### src/rtl/cache_pkg.sv
// Shared cache geometry and memory-side transfer FSM encoding for the 2-way cache controller.
package cache_pkg;

    localparam int unsigned CACHE_WORDS_PER_LINE = 8;
    localparam int unsigned CACHE_WORD_W         = 32;
    localparam int unsigned CACHE_IDX_W          = $clog2(CACHE_WORDS_PER_LINE);
    localparam int unsigned CACHE_OFF            = $clog2(CACHE_WORDS_PER_LINE * CACHE_WORD_W / 8);

    typedef enum logic [1:0] {
        StIdle,
        StWrBurst,
        StRdBurst,
        StDone
    } xfer_state_t;

endpackage

### src/rtl/cache_line_xfer.sv
// Line writeback/fill engine: splits line requests into per-word req/ack bursts to main memory.
// Optional wait-timeout per word when LINE_XFER_TIMEOUT_EN is defined.
module cache_line_xfer
    import cache_pkg::*;
#(
    parameter int unsigned WORDS_PER_LINE = CACHE_WORDS_PER_LINE,
    parameter int unsigned WORD_W         = CACHE_WORD_W,
`ifdef LINE_XFER_TIMEOUT_EN
    parameter int unsigned TIMEOUT_CYCLES = 255,
`endif
    parameter int unsigned ADDR_W         = 32
) (
    input  logic                             clk,
    input  logic                             rst,
    input  logic                             mem_read,
    input  logic                             mem_write,
    input  logic [ADDR_W-1:0]                line_addr,
    input  logic [WORDS_PER_LINE*WORD_W-1:0] wb_line,
    output logic [WORDS_PER_LINE*WORD_W-1:0] fill_line,
    output logic                             ca_resp,
    output logic                             busy,
    output logic                             xfer_err,
    output logic                             mm_req,
    output logic                             mm_we,
    output logic [ADDR_W-1:0]                mm_addr,
    output logic [WORD_W-1:0]                mm_wdata,
    input  logic [WORD_W-1:0]                mm_rdata,
    input  logic                             mm_ack
);

    localparam int unsigned IDX_W  = $clog2(WORDS_PER_LINE);
    localparam int unsigned BYTE_W = $clog2(WORD_W / 8);
    localparam int unsigned OFF    = IDX_W + BYTE_W;
    localparam int unsigned TAG_W  = ADDR_W - OFF;

    typedef logic [WORDS_PER_LINE-1:0][WORD_W-1:0] line_t;

    xfer_state_t       state_q, state_d;
    logic [IDX_W-1:0]  idx_q, idx_d;
    logic              pend_q, pend_d;
    logic [TAG_W-1:0]  addr_q, addr_d;
    line_t             wb_q, wb_d;
    line_t             fill_q, fill_d;
    logic              last_word;
    logic              in_burst;
    logic              timeout_hit;

    // Offset bits of the request address select nothing; the burst regenerates them.
    logic unused_offset;
    assign unused_offset = ^line_addr[OFF-1:0];

    assign last_word = (idx_q == IDX_W'(WORDS_PER_LINE - 1));
    assign in_burst  = (state_q == StWrBurst) || (state_q == StRdBurst);

`ifdef LINE_XFER_TIMEOUT_EN
    localparam int unsigned WAIT_W = $clog2(TIMEOUT_CYCLES + 1);

    logic [WAIT_W-1:0] wait_q, wait_d;
    logic              err_q, err_d;

    assign timeout_hit = in_burst && !mm_ack && ((32'(wait_q) + 32'd1) == TIMEOUT_CYCLES);

    always_comb begin
        wait_d = '0;
        err_d  = 1'b0;
        if (in_burst && !mm_ack) begin
            wait_d = wait_q + 1'b1;
        end
        if (timeout_hit) begin
            err_d = 1'b1;
        end
    end

    always_ff @(posedge clk) begin
        if (rst) begin
            wait_q <= '0;
            err_q  <= 1'b0;
        end else begin
            wait_q <= wait_d;
            err_q  <= err_d;
        end
    end

    assign xfer_err = (state_q == StDone) && err_q;
`else
    assign timeout_hit = 1'b0;
    assign xfer_err    = 1'b0;
`endif

    always_ff @(posedge clk) begin
        if (rst) begin
            state_q <= StIdle;
        end else begin
            state_q <= state_d;
        end
    end

    always_comb begin
        state_d = state_q;
        unique case (state_q)
            StIdle: begin
                if (mem_write) begin
                    state_d = StWrBurst;
                end else if (mem_read) begin
                    state_d = StRdBurst;
                end
            end
            StWrBurst, StRdBurst: begin
                if ((mm_ack && last_word) || timeout_hit) begin
                    state_d = StDone;
                end
            end
            StDone: begin
                state_d = pend_q ? StRdBurst : StIdle;
            end
            default: state_d = StIdle;
        endcase
    end

    always_comb begin
        idx_d  = idx_q;
        pend_d = pend_q;
        addr_d = addr_q;
        wb_d   = wb_q;
        fill_d = fill_q;
        unique case (state_q)
            StIdle: begin
                idx_d = '0;
                if (mem_read || mem_write) begin
                    addr_d = line_addr[ADDR_W-1:OFF];
                    wb_d   = wb_line;
                    pend_d = mem_read && mem_write;
                end
            end
            StWrBurst, StRdBurst: begin
                if (mm_ack) begin
                    idx_d = idx_q + 1'b1;
                    if (state_q == StRdBurst) begin
                        fill_d[idx_q] = mm_rdata;
                    end
                end else if (timeout_hit) begin
                    idx_d  = '0;
                    pend_d = 1'b0;
                end
            end
            StDone: begin
                idx_d  = '0;
                pend_d = 1'b0;
            end
            default: idx_d = '0;
        endcase
    end

    always_ff @(posedge clk) begin
        if (rst) begin
            idx_q  <= '0;
            pend_q <= 1'b0;
            addr_q <= '0;
            wb_q   <= '0;
            fill_q <= '0;
        end else begin
            idx_q  <= idx_d;
            pend_q <= pend_d;
            addr_q <= addr_d;
            wb_q   <= wb_d;
            fill_q <= fill_d;
        end
    end

    always_comb begin
        mm_req   = in_burst;
        mm_we    = (state_q == StWrBurst);
        mm_addr  = '0;
        mm_wdata = '0;
        if (in_burst) begin
            mm_addr = ADDR_W'({addr_q, idx_q}) << BYTE_W;
        end
        if (state_q == StWrBurst) begin
            mm_wdata = wb_q[idx_q];
        end
        ca_resp = (state_q == StDone);
        busy    = (state_q != StIdle);
    end

    assign fill_line = fill_q;

endmodule

### config.mk
export PLATFORM = sky130hd
export DESIGN_NAME = cache_line_xfer
export DESIGN_NICKNAME = d
export VERILOG_FILES = /design/src/rtl/cache_pkg.sv /design/src/rtl/cache_line_xfer.sv
export SDC_FILE = /design/constraint.sdc
export NUM_CORES = 1
export LEC_CHECK = 0
export ABC_AREA = 1
export BUFFER_PORTS_ARGS = -buffer_cell sky130_fd_sc_hd__buf_2
export CAP_MARGIN = 15
export CORE_AREA = 2 2 254 256
export DETAILED_ROUTE_END_ITERATION = 12
export DIE_AREA = 0 0 256 258
export GPL_ROUTABILITY_DRIVEN = 1
export HOLD_SLACK_MARGIN = 0.15
export PLACE_DENSITY = 0.64
export SYNTH_ARGS = -nofsm -noshare
export SYNTH_HDL_FRONTEND = slang
export SYNTH_SLANG_ARGS = --single-unit
### constraint.sdc
create_clock -name clk -period 1.5 [get_ports clk]
set_input_delay 0.3 -clock clk [delete_from_list [all_inputs] [get_ports clk]]
set_output_delay 0.3 -clock clk [all_outputs]
set_load 0.1 [all_outputs]
==> results of run 1 <==
[cells in the final DEF, fill, tap and decap left out, types with 9 or more instances in the layout]
master,synthesis,routed
clkinv_2,1,10
dlygate4sd3_1,0,318
nand2_1,664,563
clkinvlp_4,0,32
clkbuf_1,103,14
o21ai_1,333,339
clkbuf_16,0,82
a21oi_4,0,33
nor2_4,4,14
nand2_2,0,69
o21ai_0,209,194
nor2_1,693,659
a21oi_1,233,201
buf_6,19,33
clkbuf_8,0,18
nand2_4,1,32
buf_2,66,574
buf_16,0,9
dfxtp_1,545,540
nor2_2,2,26
inv_1,137,104
buf_8,0,10
buf_12,0,129
buf_4,29,118
[how the worst min path moves through the flow]
stage | start | endpoint | slack (ps) | depth (start not counted)
detailed placement | fill_line[22]$_SDFFE_PP0P_ | fill_line[22]$_SDFFE_PP0P_ | 430 | 2
floorplan | rst | pend_q$_SDFFE_PP0P_ | 370 | 1
global placement | fill_line[22]$_SDFFE_PP0P_ | fill_line[22]$_SDFFE_PP0P_ | 430 | 2
finish | mem_read | pend_q$_SDFFE_PP0P_ | 200 | 6
CTS | mem_read | pend_q$_SDFFE_PP0P_ | 160 | 6
global route | mem_read | pend_q$_SDFFE_PP0P_ | 260 | 6
[cells in the mapped netlist, types with 7 or more instances]
master | count | share of area [%]
buf_1 | 11 | 0.19
buf_4 | 29 | 0.99
a21oi_1 | 233 | 5.3
inv_1 | 137 | 2.3
o21ai_1 | 333 | 7.6
ha_1 | 7 | 0.40
nor2_1 | 693 | 12
buf_2 | 66 | 1.5
buf_6 | 19 | 0.97
inv_2 | 7 | 0.12
nand2_1 | 664 | 11
nand3_1 | 7 | 0.16
o21ai_0 | 209 | 4.8
dfxtp_1 | 545 | 50
clkbuf_1 | 103 | 1.8
[worst min-delay path, stage by stage]
cell,delay [ps]
buf_2,100
inv_1,110
buf_4,130
nor3_1,40
nand3_1,50
a21oi_1,50
[through the flow]
step           total power, mW  instances  instance area [um^2]  setup slack [ps]
6_report                  60.7       5043                 35900             -1010
5_1_grt                   63.0       5042                 35900             -1060
4_1_cts                   57.2       4981                 34500             -1070
3_5_place_dp              40.6       4543                 28900              -394
3_3_place_gp              40.6       4543                 28900              -404
2_1_floorplan             32.8       3089                 22900              -440
[power breakdown]
part / leakage (nW) / switching (mW) / internal [mW]
sequential: 4.47 / 2.04 / 17.1
clock: 0.986 / 6.35 / 8.70
combinational: 11.2 / 16.3 / 10.2
[layout make-up]
type                       instances  area, um^2  share of cell area, %
antenna                            3        7.51                 0.0209
clock buffer                      93        1830                   5.09
clock inverter                    17         166                  0.464
inverter                         146         719                   2.00
multi-input combinational       2170       10300                   28.8
sequential                       545       10900                   30.4
tap                              855        1070                   2.98
timing repair buffer            1212       10800                   30.1
timing repair inverter             2        20.0                 0.0558
[sequential cells by signal (all words and copies together), names as in the netlist]
register   cells
pend_q         1
wb_q         256
idx_q          3
fill_line    256
state_q        2
addr_q        27
[layer usage]
metal	share of wire, %	track usage (%)
met5	0.098	0
met4	6.5	16.2
met1	37	30.9
met3	8.3	5.88
met2	48	47.2
[cells by family after synthesis]
| kind of cell | Yosys count | synth area share [%] |
|---|---|---|
| and+or+nand+nor | 1383 | 24.2 |
| AOI/OAI and AO/OA | 777 | 17.7 |
| DFF | 545 | 49.7 |
| buffers and inverters | 374 | 7.95 |
| adders and majority gates | 7 | 0.399 |
| other | 1 | 0.0171 |
[timing repair]
action                                 CTS  global route
hold buffers                           318             0
endpoints found under the hold margin  497             0
gates resized for setup                 79           150
setup endpoints to repair              863           867
buffers inserted                         7            31
cloned                                   3            29
pin swaps                               11            27
==> flow_summary.ini, run 1 <==
[sta]
period_needed_ps = 2510
fmax_mhz = 398
worstMarginPinSlew_ps = 546
final_hold_viol_count = 0
maxSlewViolCount = 0
fin_setup_tns_ps = -232890
whs_ps = 197
rsz0062_at_grt = yes
fin_ws_ps = -1010
setup_viol_count_final = 864
fin_crit_sh_pct = 168
skew_ps = 36.4
relSlewSlack_pct = 63.8

[hold_path]
hp-class = input port to flop

[cts]
clk_transition_reported_paths_ps = 60
root_buffer = clkbuf_16
clock_sinks = 545
clockBufferDepth = 3
cts_buffers = 60
clk_latency_ps = 640
cts_tree = done
cts.htree.levels = 2

[synthesis]
async_reset_ff_share_pct = 0
synth_cells = 3087
synth_edf_count = 0
synth-seq-area-share_pct = 49.7
synth_ff_type = dfxtp_1
avgSynthCellArea_um2 = 7.11
synth_area_um2 = 22000
yosys_warnings = 0
ys_types = 27
synth_seq_cells = 545

[worst_setup_path]
cpLargestDelayFamily = buffers and inverters
slowest_stage = dfxtp_4
cp_cell_sequence = buf_4 -> clkbuf_16 -> nand2_1 -> nand2_1 -> nand2_1 -> nand2_1 -> nand2_2 -> a21oi_4 -> buf_12
critical_path.startpoint_type = flop
crit_path_end = mm_wdata[21]
reg2reg_from = state_q[1]$_SDFFE_PP0P_
cp-startpoint = idx_q[0]$_SDFFE_PP0P_
path_class = flop to output pin
regToRegSetupSlack_ps = -540
worst-r2r-cell-count = 12
arrival_ps = 2210
required_ps = 1200
cp.depth = 9
timing.rr.end = wb_q[197]$_SDFFE_PP0P_
max_stage_delay_ps = 430
critical_path.endpoint_type = output pin
crit_top_cell = nand2_1
cp_max_fo = 12
critPathBufInv = 3

[die]
die-area_um2 = 66000
start_util_pct = 34.5
core_um2 = 63600
die_w_um = 256
rows = 93
ios = 650
dieHeight_um = 258

[grt]
grt_start_max_net_pins = 76
antenna_found_initial = 11
grt_pass1_vias = 23600
grt_remaining_overflow = 0
grt_use_total_pct = 27.2
grt_pass1_wl_um = 140000

[cells_and_area]
final_core_util_pct = 56.4
areaGrowthSynthToFinish_pct = 63.5
final_nets = 4469
n_fill_cell = 5581
drive_above_1_share_pct = 29.5

[detailed_routing]
ant_nets = 0
wl_per_cell_um = 20.0
viasPerCell = 5.04
drc = 0
drt_iter0_drc = 2192
via_count = 25400
drt-total-wl_um = 101000
drt_pass1_iterations = 6

[placed_design]
numPortBuffers = 641
routabilityCongestion = 0.917
dp_hpwl_um = 65300

[outcome]
status = finished, violations left
violations = setup timing

[power_and_ir_drop]
leakagePower_nw = 16.6
p_per_area_nw_per_um2 = 1690
ir_drop_mv = 1.04

[job]
maxCapViolCount = 0
(Power assumes the default switching activity.)
==> run 2: changes to the inputs <==
--- a/config.mk
+++ b/config.mk
@@ -7,13 +7,12 @@
 export LEC_CHECK = 0
 export ABC_AREA = 1
 export BUFFER_PORTS_ARGS = -buffer_cell sky130_fd_sc_hd__buf_2
-export CAP_MARGIN = 15
-export CORE_AREA = 2 2 254 256
+export CORE_AREA = 2 2 256 258
 export DETAILED_ROUTE_END_ITERATION = 12
-export DIE_AREA = 0 0 256 258
+export DIE_AREA = 0 0 258 260
 export GPL_ROUTABILITY_DRIVEN = 1
 export HOLD_SLACK_MARGIN = 0.15
-export PLACE_DENSITY = 0.64
+export PLACE_DENSITY = 0.61
 export SYNTH_ARGS = -nofsm -noshare
 export SYNTH_HDL_FRONTEND = slang
 export SYNTH_SLANG_ARGS = --single-unit
==> constraint.sdc (replaced) <==
create_clock -name clk -period 2.4 [get_ports clk]
set_input_delay 0.48 -clock clk [delete_from_list [all_inputs] [get_ports clk]]
set_output_delay 0.48 -clock clk [all_outputs]
set_load 0.02 [all_outputs]
==> run 2 against run 1 <==
The run still ends with setup timing left. Highest routed layer unchanged. Count of clock-buffer cells in the layout down 11. Clock power down 36%. Global-route usage down 1.6 points. Worst hold slack worse by 11 ps. Wire length down 11%. Sequential share of layout area up 3.6 points. Total power down 49%. Register-to-register slack better by 940 ps.
==> flow_summary.ini, run 2 (synthesis gave the netlist of run 1 again) <==
[die]
die_w_um = 258
start_util_pct = 34.2
ios = 650
die-area_um2 = 67100
rows = 93
core_um2 = 64100
dieHeight_um = 260

[grt]
grt_start_max_net_pins = 138
antenna_found_initial = 5
grt_remaining_overflow = 0
grt_pass1_vias = 22900
grt_pass1_wl_um = 134000
grt_use_total_pct = 25.6

[detailed_routing]
drt_pass1_iterations = 8
via_count = 23700
drt_iter0_drc = 2119
wl_per_cell_um = 18.5
drt-total-wl_um = 89900
drc = 0
ant_nets = 0
viasPerCell = 4.88

[power_and_ir_drop]
leakagePower_nw = 15.4
p_total_mw = 31.1
ir_drop_mv = 0.601
p_per_area_nw_per_um2 = 968

[cells_and_area]
final_nets = 4282
final_cell_mix = 693 x nor2_1, 607 x buf_2, 577 x nand2_1
drive_above_1_share_pct = 24.9
n_fill_cell = 6160
areaGrowthSynthToFinish_pct = 46.4
fin_area_um2 = 32100
final_common_cell = nor2_1
final_core_util_pct = 50.1

[sta]
period_needed_ps = 2700
maxSlewViolCount = 0
fin_crit_sh_pct = 113
setup_viol_count_final = 32
relSlewSlack_pct = 49.9
fmax_mhz = 370
rsz0062_at_grt = yes
skew_ps = 21.6
fin_ws_ps = -301
whs_ps = 187
final_hold_viol_count = 0
worstMarginPinSlew_ps = 751

[cts]
cts_tree = done
root_buffer = clkbuf_16
clock_sinks = 545
cts.htree.levels = 2
clk_latency_ps = 620
cts_buffers = 58
clockBufferDepth = 3
clk_transition_reported_paths_ps = 60

[worst_setup_path]
timing.rr.end = fill_line[15]$_SDFFE_PP0P_
reg2reg_from = idx_q[0]$_SDFFE_PP0P_
crit_path_end = mm_wdata[25]
regToRegSetupSlack_ps = 400
cp-startpoint = idx_q[0]$_SDFFE_PP0P_
critical_path.startpoint_type = flop
arrival_ps = 2220
path_class = flop to output pin
worst-r2r-cell-count = 9
critical_path.endpoint_type = output pin
cp_max_fo = 7
required_ps = 1920

[placed_design]
numPortBuffers = 641
routabilityCongestion = 0.881
placed_area_um2 = 26000
dp_hpwl_um = 59600

[job]
maxCapViolCount = 0

[hold_path]
hp-class = input port to flop

[outcome]
violations = setup timing
status = finished, violations left
run 2: changes by cell type in the layout (fill, tap and decap cells not counted), sizes merged:
| cell | previous run | this run |
|---|---|---|
| buf | 873 | 745 |
| dlygate4sd3 | 318 | 278 |
| inv | 118 | 148 |
| clkinvlp | 32 | 3 |
| clkbuf | 114 | 87 |
| bufinv | 2 | 7 |
| clkinv | 13 | 15 |
| diode | 3 | 2 |
run 2: how the worst min path moves through the flow:
stage | start | cells past startpoint | slack (ps) | end
CTS | wb_line[94] | 3 | 150 | wb_q[94]$_SDFFE_PP0P_
floorplan | wb_q[190]$_SDFFE_PP0P_ | 2 | 430 | wb_q[190]$_SDFFE_PP0P_
detailed placement | fill_line[7]$_SDFFE_PP0P_ | 2 | 430 | fill_line[7]$_SDFFE_PP0P_
global placement | fill_line[1]$_SDFFE_PP0P_ | 2 | 430 | fill_line[1]$_SDFFE_PP0P_
global route | wb_line[222] | 3 | 170 | wb_q[222]$_SDFFE_PP0P_
finish | wb_line[94] | 3 | 190 | wb_q[94]$_SDFFE_PP0P_
run 2: metal layers:
| layer | track usage, % | share of wire, % |
|---|---|---|
| met1 | 29.6 | 39 |
| met2 | 44.4 | 48 |
| met3 | 5.03 | 6.8 |
| met4 | 14.4 | 5.9 |
| met5 | 0 | 0.014 |
run 2: area by class of cell:
cell class,instances,area (um^2),area share [%]
timing repair buffer,1028,7760,24.1
clock buffer,82,1710,5.33
inverter,146,591,1.84
timing repair inverter,1,16.3,0.0506
clock inverter,26,339,1.05
tap,855,1070,3.33
sequential,545,10900,34.0
multi-input combinational,2170,9720,30.3
antenna,2,5.00,0.0156
run 2: where the power goes:
part	internal (mW)	switching, mW	leakage [nW]
registers	10.7	0.888	4.47
logic	3.60	6.28	9.88
clock network	5.74	3.89	1.01
total	20.0	11.1	15.4
run 2: critical path, cell delays in order (launching register included):
cell and delay [ps]:
dfxtp_4 360, buf_12 160, clkinv_16 70, buf_12 130
buf_8 130, nand2_2 50, nand2_1 50, nand2_1 70
nand2_1 100, nand2_2 60, a21oi_2 140, buf_4 150
buf_6 110
run 2: repair_timing:
item                                   CTS  global route
gates cloned                            11             4
buffers inserted                        14             1
gates resized for setup                189            45
pin swaps                               25            27
setup endpoints to repair               60            59
hold buffers                           278             0
endpoints found under the hold margin  279             0
run 2: per-stage QoR:
step           TNS (ps)  cells  setup WS (ps)
2_1_floorplan         0   3089            497
3_3_place_gp          0   4437            177
3_5_place_dp          0   4437            184
4_1_cts           -8200   4848           -299
5_1_grt          -10280   4854           -397
6_report          -7550   4855           -301
